--- src/rtl/uart_pkg.sv ---
// Shared UART framing definitions used by both uart_rx and uart_tx.
// Frame: one start bit, UART_DATA_BITS data bits LSB first, one stop bit, no parity.
package uart_pkg;

  localparam int   UART_DATA_BITS = 8;
  localparam logic UART_START_BIT = 1'b0;
  localparam logic UART_STOP_BIT  = 1'b1;

  typedef enum logic [1:0] {
    IDLE  = 2'd0,
    START = 2'd1,
    DATA  = 2'd2,
    STOP  = 2'd3
  } uart_state_t;

endpackage

--- src/rtl/uart_rx_sync.sv ---
// Two-flop synchronizer for the asynchronous serial line; 2-cycle latency, no backpressure.
// Both flops reset to 1 so an idle line never looks like a start edge out of reset.
module uart_rx_sync (
  input  logic clk_16x,
  input  logic rst_n,
  input  logic d,
  output logic q
);

  logic meta;

  always_ff @(posedge clk_16x or negedge rst_n) begin
    if (!rst_n) begin
      meta <= 1'b1;
      q    <= 1'b1;
    end else begin
      meta <= d;
      q    <= meta;
    end
  end

endmodule

--- src/rtl/uart_rx.sv ---
// UART receiver, 8N1, bit centre found by counting BAUD_TICK_COUNT clk_16x cycles per bit; no backpressure,
// rx_valid/rx_frame_err pulse one cycle after the stop sample. UART_RX_MAJORITY_EN adds 2-of-3 bit voting.
module uart_rx
  import uart_pkg::*;
#(
  parameter int BAUD_TICK_COUNT = 16
) (
  input  logic                      clk_16x,
  input  logic                      rst_n,
  input  logic                      rx,
  output logic [UART_DATA_BITS-1:0] rx_data,
  output logic                      rx_valid,
  output logic                      rx_busy,
  output logic                      rx_frame_err
);

  localparam int CW = $clog2(BAUD_TICK_COUNT);
  localparam int BW = $clog2(UART_DATA_BITS);
  localparam logic [CW-1:0] HALF_TICK = CW'(BAUD_TICK_COUNT / 2 - 1);
  localparam logic [CW-1:0] LAST_TICK = CW'(BAUD_TICK_COUNT - 1);
  localparam logic [BW-1:0] LAST_BIT  = BW'(UART_DATA_BITS - 1);

  logic rx_s;
  logic line;
  logic line_prev;
  logic bit_val;

  uart_rx_sync u_sync (
    .clk_16x (clk_16x),
    .rst_n   (rst_n),
    .d       (rx),
    .q       (rx_s)
  );

`ifdef UART_RX_MAJORITY_EN
  // The FSM runs one cycle behind rx_s so the sample after the centre is already available.
  logic [1:0] hist;

  always_ff @(posedge clk_16x or negedge rst_n) begin
    if (!rst_n) hist <= 2'b11;
    else        hist <= {hist[0], rx_s};
  end

  assign line    = hist[0];
  assign bit_val = (hist[1] & hist[0]) | (hist[1] & rx_s) | (hist[0] & rx_s);
`else
  assign line    = rx_s;
  assign bit_val = rx_s;
`endif

  uart_state_t               state, state_nxt;
  logic [CW-1:0]             cnt, cnt_nxt;
  logic [BW-1:0]             bit_idx, bit_idx_nxt;
  logic [UART_DATA_BITS-1:0] shreg, shreg_nxt;
  logic [UART_DATA_BITS-1:0] data_nxt;
  logic                      valid_nxt;
  logic                      ferr_nxt;

  always_ff @(posedge clk_16x or negedge rst_n) begin
    if (!rst_n) begin
      state        <= IDLE;
      cnt          <= '0;
      bit_idx      <= '0;
      shreg        <= '0;
      rx_data      <= '0;
      rx_valid     <= 1'b0;
      rx_frame_err <= 1'b0;
      line_prev    <= 1'b1;
    end else begin
      state        <= state_nxt;
      cnt          <= cnt_nxt;
      bit_idx      <= bit_idx_nxt;
      shreg        <= shreg_nxt;
      rx_data      <= data_nxt;
      rx_valid     <= valid_nxt;
      rx_frame_err <= ferr_nxt;
      line_prev    <= line;
    end
  end

  always_comb begin
    state_nxt   = state;
    cnt_nxt     = (cnt == LAST_TICK) ? '0 : cnt + 1'b1;
    bit_idx_nxt = bit_idx;
    shreg_nxt   = shreg;
    data_nxt    = rx_data;
    valid_nxt   = 1'b0;
    ferr_nxt    = 1'b0;

    case (state)
      IDLE: begin
        cnt_nxt = '0;
        // Edge-triggered, so a line stuck low after a break cannot retrigger.
        if (line_prev && !line) state_nxt = START;
      end
      START: begin
        if (cnt == HALF_TICK) begin
          cnt_nxt     = '0;
          bit_idx_nxt = '0;
          state_nxt   = (bit_val == UART_START_BIT) ? DATA : IDLE;
        end
      end
      DATA: begin
        if (cnt == LAST_TICK) begin
          shreg_nxt = {bit_val, shreg[UART_DATA_BITS-1:1]};
          if (bit_idx == LAST_BIT) state_nxt = STOP;
          else                     bit_idx_nxt = bit_idx + 1'b1;
        end
      end
      STOP: begin
        if (cnt == LAST_TICK) begin
          state_nxt = IDLE;
          if (bit_val == UART_STOP_BIT) begin
            data_nxt  = shreg;
            valid_nxt = 1'b1;
          end else begin
            ferr_nxt  = 1'b1;
          end
        end
      end
      default: state_nxt = IDLE;
    endcase
  end

  assign rx_busy = (state != IDLE);

endmodule
--- config.mk ---
export PLATFORM = sky130hd
export DESIGN_NAME = uart_rx
export DESIGN_NICKNAME = d
export VERILOG_FILES = /design/src/rtl/uart_pkg.sv /design/src/rtl/uart_rx_sync.sv /design/src/rtl/uart_rx.sv
export SDC_FILE = /design/constraint.sdc
export NUM_CORES = 1
export LEC_CHECK = 0
export CAP_MARGIN = 40
export CORE_AREA = 2 2 55 57
export DETAILED_ROUTE_END_ITERATION = 10
export DIE_AREA = 0 0 57 59
export HOLD_SLACK_MARGIN = 0.12
export PLACE_DENSITY = 0.64
export SYNTH_ARGS = -nofsm -noshare
export SYNTH_HDL_FRONTEND = slang
export SYNTH_SLANG_ARGS = --single-unit
--- constraint.sdc ---
create_clock -name clk_16x -period 1.87 [get_ports clk_16x]
set_input_delay 0.561 -clock clk_16x [delete_from_list [all_inputs] [get_ports clk_16x]]
set_output_delay 0.561 -clock clk_16x [all_outputs]
set_load 0.01 [all_outputs]
; ---- After elaboration in Yosys (flattened, before gate mapping)
; Cells that the tools add are included.
[op_classes]
addsub = 2
eq_ne = 12
n_mux = 20
n_reduce_logical = 9
[ops]
columns = op, n
row1 = 2-bit two-way mux, 6
row2 = "2-bit inequality test, second input constant", 6
row3 = 3-bit two-way mux, 3
row4 = 4-bit two-way mux, 2
row5 = 2-bit case mux with 4 select lines, 1
row6 = 4-bit case mux with 2 select lines, 1
row7 = 1-bit two-way mux, 6
row8 = 3-bit case mux with 2 select lines, 1
row9 = 5-bit AND reduction, 1
row10 = "4-bit by 1-bit adder with 4-bit output, second input constant", 1
row11 = "2-bit == test, second input constant", 2
row12 = "4-bit by 3-bit == test with 1-bit output, second input constant", 1
row13 = "4-bit == test, second input constant", 1
row14 = 4-bit AND reduction, 1
row15 = 2-bit nonzero test, 2
row16 = "3-bit by 1-bit adder with 3-bit output, second input constant", 1
row17 = "3-bit == test, second input constant", 1
row18 = 3-bit AND reduction, 1
row19 = "2-bit by 1-bit == test with 1-bit output, second input constant", 1
row20 = 2-bit zero test, 1
row21 = 2-bit AND reduction, 1
row22 = 1-bit logical AND, 1
row23 = 1-bit zero test, 1
[totals]
regBits = 30
elab_cells = 53

; ---- Depth between registers and ports, before layout
; Gate-level depths: netlist of run 1.
[depth]
depth_word = 4
mapped_depth = 5

; ---- Hierarchy
; A second synthesis of run 1 with hierarchy kept.
[unflattened]
hier_cells = 99
hier_area_um2 = 1296.2
[modules_own_cells]
columns = module, instances, cells_per_inst, area_each_um2
row1 = uart_rx, 1, 97, 1243.7
row2 = uart_rx_sync, 1, 2, 52.6

; ---- Least setup slack after synthesis of run 1
; Ideal clock, no wire load.
[synth_path]
path_type = reg-to-reg
startpoint = register cnt[0]
endpoint = register shreg[0]
setup_ns = 0.125
arrival_time_ns = 1.339
t_required_ns = 1.745
path_slack_ns = 0.407
stages_incl_launch_ff = 5
path_buffers = 0
path_cell_list = dfrtp_1 > ha_1 > nand3_1 > nor2_4 > mux2_2
[synth_between]
elab_chain_cells = 2
[synth_lines]
columns = element, line
row1 = start: declaration, uart_rx.sv:52  ; logic [CW-1:0] cnt, cnt_nxt;
row2 = start signal: assignment, uart_rx.sv:71  ; cnt <= cnt_nxt;
row3 = 4-bit == test, uart_rx.sv:104  ; if (cnt == LAST_TICK) begin
row4 = 2-bit AND reduction (no source line), n/a
row5 = end signal: assignment, uart_rx.sv:73  ; shreg <= shreg_nxt;
row6 = end: declaration, uart_rx.sv:54  ; logic [UART_DATA_BITS-1:0] shreg, shreg_nxt;
; No other way between the ends.
; A chain may end at the register's enable or synchronous reset.

; ---- Worst setup path in the final report of run 1
[layout_path]
startpoint = register rx_data[1]
endpoint = output rx_data[1]
[layout_rtl]
columns = element, line
row1 = start: declaration, uart_rx.sv:11  ; output logic [UART_DATA_BITS-1:0] rx_data,
row2 = start signal: assignment, uart_rx.sv:74  ; rx_data <= data_nxt;
; No word-level cell between the ends.

==> impl_metrics.ini, run 1 <==
[route]
finalWirelength_um = 2089
post_drt_wl_per_cell_um = 14.02
first_iter_violations = 11
route.detailed.vias_per_inst = 5.430
routed-wl-met3_um = 112
post_route_met1_wirelength_um = 1055
route.vias.total = 809
drc_errors = 0
route.met2.wl_um = 870
firstDrtPassIters = 4
drtAntennaViolNets = 0
maxUsedRoutingLayer = met4

[sta]
crit_path_time_final_ns = 1.804
final_max_slew_viol_count = 0
timing.slew.headroom_pct = 76.89
tightest_slew_ns = 0.3455
setup_viol_count_final = 0
setup_tns_ns = 0
report.final.hold_viol_count = 0
max_clock_freq_ghz = 0.5545
clock_skew_ns = 0.01354
whs_ns = 0.3620
grt_setup_unrepaired = no
timing.final.crit_share_pct = 96.45

[die]
dieArea_mm2 = 0.003363
floorplan.initialDensity_pct = 46.72
design.core.area_mm2 = 0.002710
top_level_ports = 14
dieWidth_um = 57
floorplan.die.height_um = 59
fp-row-count = 19

[power]
power.combinational.fraction_pct = 22.8
p_switching_uw = 559.1
vdd.ir_drop.worst_mv = 1.010
power_leakage_uw = 0.0007083
swShare_pct = 28.88
intPower_uw = 1377
power_share_of_the_clock_group_pct = 35.5
power.density_mw_per_mm2 = 1235
sequentialPowerShare_pct = 41.7

[critical_path]
path_class = register to output pin
timing.reg2reg.setup_slack_ns = 0.21
cp_max_fo = 2
critPathArrivalTime_ns = 1.24
timing.rr.end = shreg[4]
setup.worst_path.start_class = register
timing.critical_path.to_type = output pin
cp_peak_stage_delay_ns = 0.53
critical_path.startpoint = rx_data[1]
required_ns = 1.31
crit_path_top_delay_cell = clkdlybuf4s50_1
rr_startpoint = cnt[0]
critical-path-top-delay-family = buffers and inverters
critical_path_cell_count = 1
timing.critical_path.to = rx_data[1]
worstRegToRegCells = 4
timing.critical_path.cells = clkdlybuf4s50_1
timing.critical_path.buf_inv = 1

[synth]
synth.lib_cells_used.distinct = 32
synth_compound_gate_area_share_pct = 9.190
synthesis.instances = 95
synth_top_area_cell = dfrtp_1
synth_fa_ha_area_share_pct = 2.964
yosys_warnings = 0
synth-seq-cells = 30
synth_top_family_by_area = multiplexers
post_synth.cell_area_avg_um2 = 13.33
synth-seq-area-share_pct = 59.58
synthSimpleGateAreaFrac_pct = 11.07
yosys-mux-area-fraction_pct = 14.23
net_count_after_synthesis = 101
yosys.area_share.xor_xnor_pct = 0.6917
synth_area_mm2 = 0.001266
synth_top_area_share_pct = 53.36
dominant_cells_by_area_after_synthesis = dfrtp_1 53%, mux2_2 14%, dfstp_2 6.2%

[clock_network]
cts_htree_levels = 2
root_buffer = clkbuf_4
ctsLongestPathBuffers = 2
cts_hold_buf = 0
cts_resized = 2
worst_skew_late_latency_ns = 0.34
tritoncts = built
total_clock_sinks = 30
path_clk_slew_ns = 0.10
cts_made_buffers = 5
post_cts.repair.setup_buffers = 0

[global_route]
initial_antenna_violation_count = 0
first_global_vias = 773
grt_max_degree = 13
gr-usage-all-layers_pct = 14.37
remaining_overflow_grt = 0
grt_first_pass_wirelength_um = 3532

[place]
placedInstanceArea_mm2 = 0.001455
portbufs = 13
detailed_place_hpwl_um = 1489
gp_routability_congestion = 0.8452

[finish]
syn2layout_area_growth_pct = 23.81
final_nets = 123
post_route_cells_drive_above_1_share_pct = 30.51
most_common_cell_after_layout_fill_and_taps_aside = dfrtp_1
most_frequent_cells_in_the_layout = 27 x dfrtp_1, 16 x mux2_2, 12 x clkdlybuf4s50_1
design_area_final_mm2 = 0.001568
num_antenna_cells = 0

[run]
max-cap-violations = 0

[run_status]
status = completed

[min_path]
timing.hold.worst.class = register to register
## how the worst min path moves through the flow
stage,startpoint,to,slack [ns],cells past startpoint
after detailed placement,u_sync.meta,u_sync.q,0.35,0
final,u_sync.meta,u_sync.q,0.36,0
after global routing,u_sync.meta,u_sync.q,0.37,0
after global placement,u_sync.meta,u_sync.q,0.35,0
after floorplan,rst_n,asynchronous set/reset pin,0.27,0
after CTS,u_sync.meta,u_sync.q,0.36,0
## synthesized netlist by cell type (all sizes together)
master and n:
dfrtp 27, mux2 16, nor2 6, a21oi 4
buf 3, dfstp 3, ha 3, inv 3
nand2b 3, o21ai 3, a22o 2, nand2 2
nand3 2, nor3b 2, a211oi 1, a21boi 1
a221oi 1, a31oi 1, a32o 1, and2 1
and3 1, and4bb 1, nand4 1, nor2b 1
nor3 1, nor4b 1, o21a 1, o2bb2ai 1
o31ai 1, xnor2 1
## state kept, by name, summed over array words and instances (netlist names), named ones only
name,flops
bit_idx,3
rx_data,8
line_prev,1
u_sync.q,1
rx_valid,1
state,1
u_sync.meta,1
rx_frame_err,1
shreg,8
cnt,4
## cell type report
| class | instances | area [µm²] |
|---|---|---|
| sequential | 30 | 754.5 |
| tap | 31 | 38.79 |
| multi-input combinational | 59 | 485.5 |
| fill | 223 | 1142 |
| clock inverter | 2 | 60.06 |
| timing repair buffer | 18 | 166.4 |
| clock buffer | 6 | 51.30 |
| inverter | 3 | 11.26 |
## cells by family (layout without fill, tap and decap cells)
| logic type | Yosys count | count (layout) |
|---|---|---|
| AND/OR/NAND/NOR | 22 | 22 |
| adder cells (fa/ha/maj) | 3 | 3 |
| AO/OA/AOI/OAI | 17 | 17 |
| XOR/XNOR | 1 | 1 |
| flip-flops | 30 | 30 |
| multiplexers | 16 | 16 |
| buffers and inverters | 6 | 29 |
## per-stage QoR
| stage | power [µW] | std cells | utilization, % | setup WS, ns |
|---|---|---|---|---|
| 2_1_floorplan | 1130 | 95 | - | 0.4067 |
| 3_3_place_gp | 1241 | 141 | 53.69 | 0.2413 |
| 3_5_place_dp | 1253 | 141 | 53.69 | 0.2278 |
| 4_1_cts | 1937 | 149 | 57.85 | 0.05582 |
| 5_1_grt | 2057 | 149 | 57.85 | 0.01311 |
| 6_report | 1936 | 149 | 57.85 | 0.06648 |
## metal layers
metal,up-vias,track usage (%)
met4,0,7.973
met2,26,19.38
met1,393,19.63
met3,5,5.895
li1,385,-
met5,-,0
## power groups by stage
stage / registers [µW] / clock network [µW] / logic (µW)
floorplan: 789 / 0 / 341
global placement: 806 / 0 / 435
detailed placement: 811 / 0 / 442
CTS: 803 / 695 / 438
global route: 820 / 730 / 506
finish: 807 / 687 / 442
No activity file was read; power rests on OpenSTA's default activity.
==> inputs of run 2 (changes only) <==
--- a/config.mk
+++ b/config.mk
@@ -8,7 +8,9 @@
 export CAP_MARGIN = 40
-export CORE_AREA = 2 2 55 57
+export CELL_PAD_IN_SITES_DETAIL_PLACEMENT = 0
+export CELL_PAD_IN_SITES_GLOBAL_PLACEMENT = 1
+export CORE_AREA = 2 2 57 59
 export DETAILED_ROUTE_END_ITERATION = 10
-export DIE_AREA = 0 0 57 59
+export DIE_AREA = 0 0 59 61
 export HOLD_SLACK_MARGIN = 0.12
-export PLACE_DENSITY = 0.64
+export PLACE_DENSITY = 0.71
 export SYNTH_ARGS = -nofsm -noshare
==> constraint.sdc (replaced) <==
create_clock -name clk_16x -period 1.87 [get_ports clk_16x]
set_input_delay 0.187 -clock clk_16x [delete_from_list [all_inputs] [get_ports clk_16x]]
set_output_delay 0.187 -clock clk_16x [all_outputs]
set_load 0.01 [all_outputs]
==> run 2 against run 1 <==
Wire length up 0.29%. Largest power group unchanged. Final cell count down 0.67%. First-iteration DRC count up 9.1%. Register-to-register slack better by 0.05 ns. Global-route usage up 0.80 points. Largest cell class unchanged. Combinational power down 18%.
==> impl_metrics.ini, run 2 (synthesis results as in run 1) <==
[critical_path]
timing.reg2reg.setup_slack_ns = 0.26
required_ns = 1.68
setup.worst_path.start_class = register
cp_max_fo = 13
critical-path-top-delay-family = buffers and inverters
timing.critical_path.to_type = output pin
crit_path_top_delay_cell = dfrtp_1
timing.critical_path.cells = nor2_2, inv_1, clkdlybuf4s50_1
critPathArrivalTime_ns = 1.58
timing.critical_path.buf_inv = 2
cp_peak_stage_delay_ns = 0.56
path_class = register to output pin

[global_route]
grt_max_degree = 31
grt_first_pass_wirelength_um = 3905
gr-usage-all-layers_pct = 15.17
remaining_overflow_grt = 0
initial_antenna_violation_count = 0
first_global_vias = 851

[sta]
setup_slack_ns = 0.1006
setup_tns_ns = 0
timing.slew.headroom_pct = 75.10
setup_viol_count_final = 0
crit_path_time_final_ns = 1.769
max_clock_freq_ghz = 0.5652
grt_setup_unrepaired = no
final_max_slew_viol_count = 0
whs_ns = 0.2180
report.final.hold_viol_count = 0
tightest_slew_ns = 0.3734
timing.final.crit_share_pct = 94.62
clock_skew_ns = 0.007999

[die]
dieWidth_um = 59
floorplan.initialDensity_pct = 42.88
design.core.area_mm2 = 0.002953
top_level_ports = 14
fp-row-count = 20
dieArea_mm2 = 0.003599
floorplan.die.height_um = 61

[clock_network]
cts_hold_buf = 0
cts_made_buffers = 5
root_buffer = clkbuf_4
tritoncts = built
path_clk_slew_ns = 0.09
total_clock_sinks = 30
worst_skew_late_latency_ns = 0.33
cts_htree_levels = 2
ctsLongestPathBuffers = 2

[finish]
multi_input_comb_area_um2 = 485.5
area.sequential_um2 = 754.5
syn2layout_area_growth_pct = 18.28
most_common_cell_after_layout_fill_and_taps_aside = dfrtp_1
post_route_cells_drive_above_1_share_pct = 27.83
most_frequent_cells_in_the_layout = 27 x dfrtp_1, 16 x mux2_2, 13 x clkdlybuf4s50_1
num_antenna_cells = 0
final.fill_count = 274
largest_registers_ranked_by_flip_flop_count = rx_data (8), shreg (8), cnt (4)
final_nets = 120

[power]
power_leakage_uw = 0.0006729
power.density_mw_per_mm2 = 1083
vdd.ir_drop.worst_mv = 0.4970

[route]
route.detailed.vias_per_inst = 5.284
drtAntennaViolNets = 0
firstDrtPassIters = 4
route.vias.total = 782
post_drt_wl_per_cell_um = 14.16
drc_errors = 0
first_iter_violations = 12
finalWirelength_um = 2095

[place]
post-place-ws_ns = 0.2618
detailed_place_hpwl_um = 1410
portbufs = 13
gp_routability_congestion = 0.7920

[run]
max-cap-violations = 0

[min_path]
timing.hold.worst.class = input pin to asynchronous set/reset pin

[run_status]
status = completed
run 2: cell types whose count changed in the layout (fill, tap and decap cells not counted):
| cell | delta |
|---|---|
| clkdlybuf4s50_1 | +1 |
| dlygate4sd2_1 | -1 |
| bufinv_16 | -2 |
| clkbuf_1 | +1 |
| clkinv_2 | +1 |
| buf_4 | -3 |
run 2: final timing paths:
kind	from	end	cells after the start
worst max-delay path	state[0]	rx_busy	3
worst min-delay path	rst_n	asynchronous set/reset pin	2
worst max register to register	cnt[0]	shreg[7]	4
worst min register to register	u_sync.meta	u_sync.q	0
max in group asynchronous	rst_n	line_prev	2
min in group clk_16x	rx	u_sync.meta	1
run 2: worst reg2reg max path: stages (launching register included):
cell     delay, ns
dfrtp_1       0.39
ha_1          0.25
nand3_1       0.20
nor2_4        0.29
mux2_2        0.37
run 2: power breakdown:
part / internal [µW] / switching, µW / total (µW)
registers: 726 / 132 / 858
clock network: 182 / 220 / 402
logic: 184 / 177 / 361
run 2: per-stage QoR:
step	instance area (µm²)	power, µW	instances	utilization, %
6_report	1498	1622	148	50.72
5_1_grt	1498	1752	148	50.72
4_1_cts	1495	1634	148	50.64
3_3_place_gp	1435	1226	140	48.60
3_5_place_dp	1435	1226	140	48.60
2_1_floorplan	1266	1130	95	-
run 2: layer usage:
layer	up-vias	GRT usage (%)	routed length, µm
li1	379	-	-
met1	381	19.11	999
met2	16	22.38	942
met3	6	7.036	112
met4	0	6.818	40
met5	-	0	0
run 2: what timing repair did:
item,in CTS,in global routing
setup endpoints to repair,0,1
gates resized for setup,0,1
buffers inserted,0,0
run 2: final cells by class:
type / count / area share, %
timing repair buffer: 15 / 9.691
clock buffer: 7 / 3.676
tap: 33 / 2.757
clock inverter: 1 / 0.3342
multi-input combinational: 59 / 32.41
inverter: 3 / 0.7519
sequential: 30 / 50.38
==> inputs of run 3 (changes only) <==
- ABC_CLOCK_PERIOD_IN_PS: default -> 1870
==> results of run 3 <==
Final layout, timing and power as in run 2 (identical DEF).
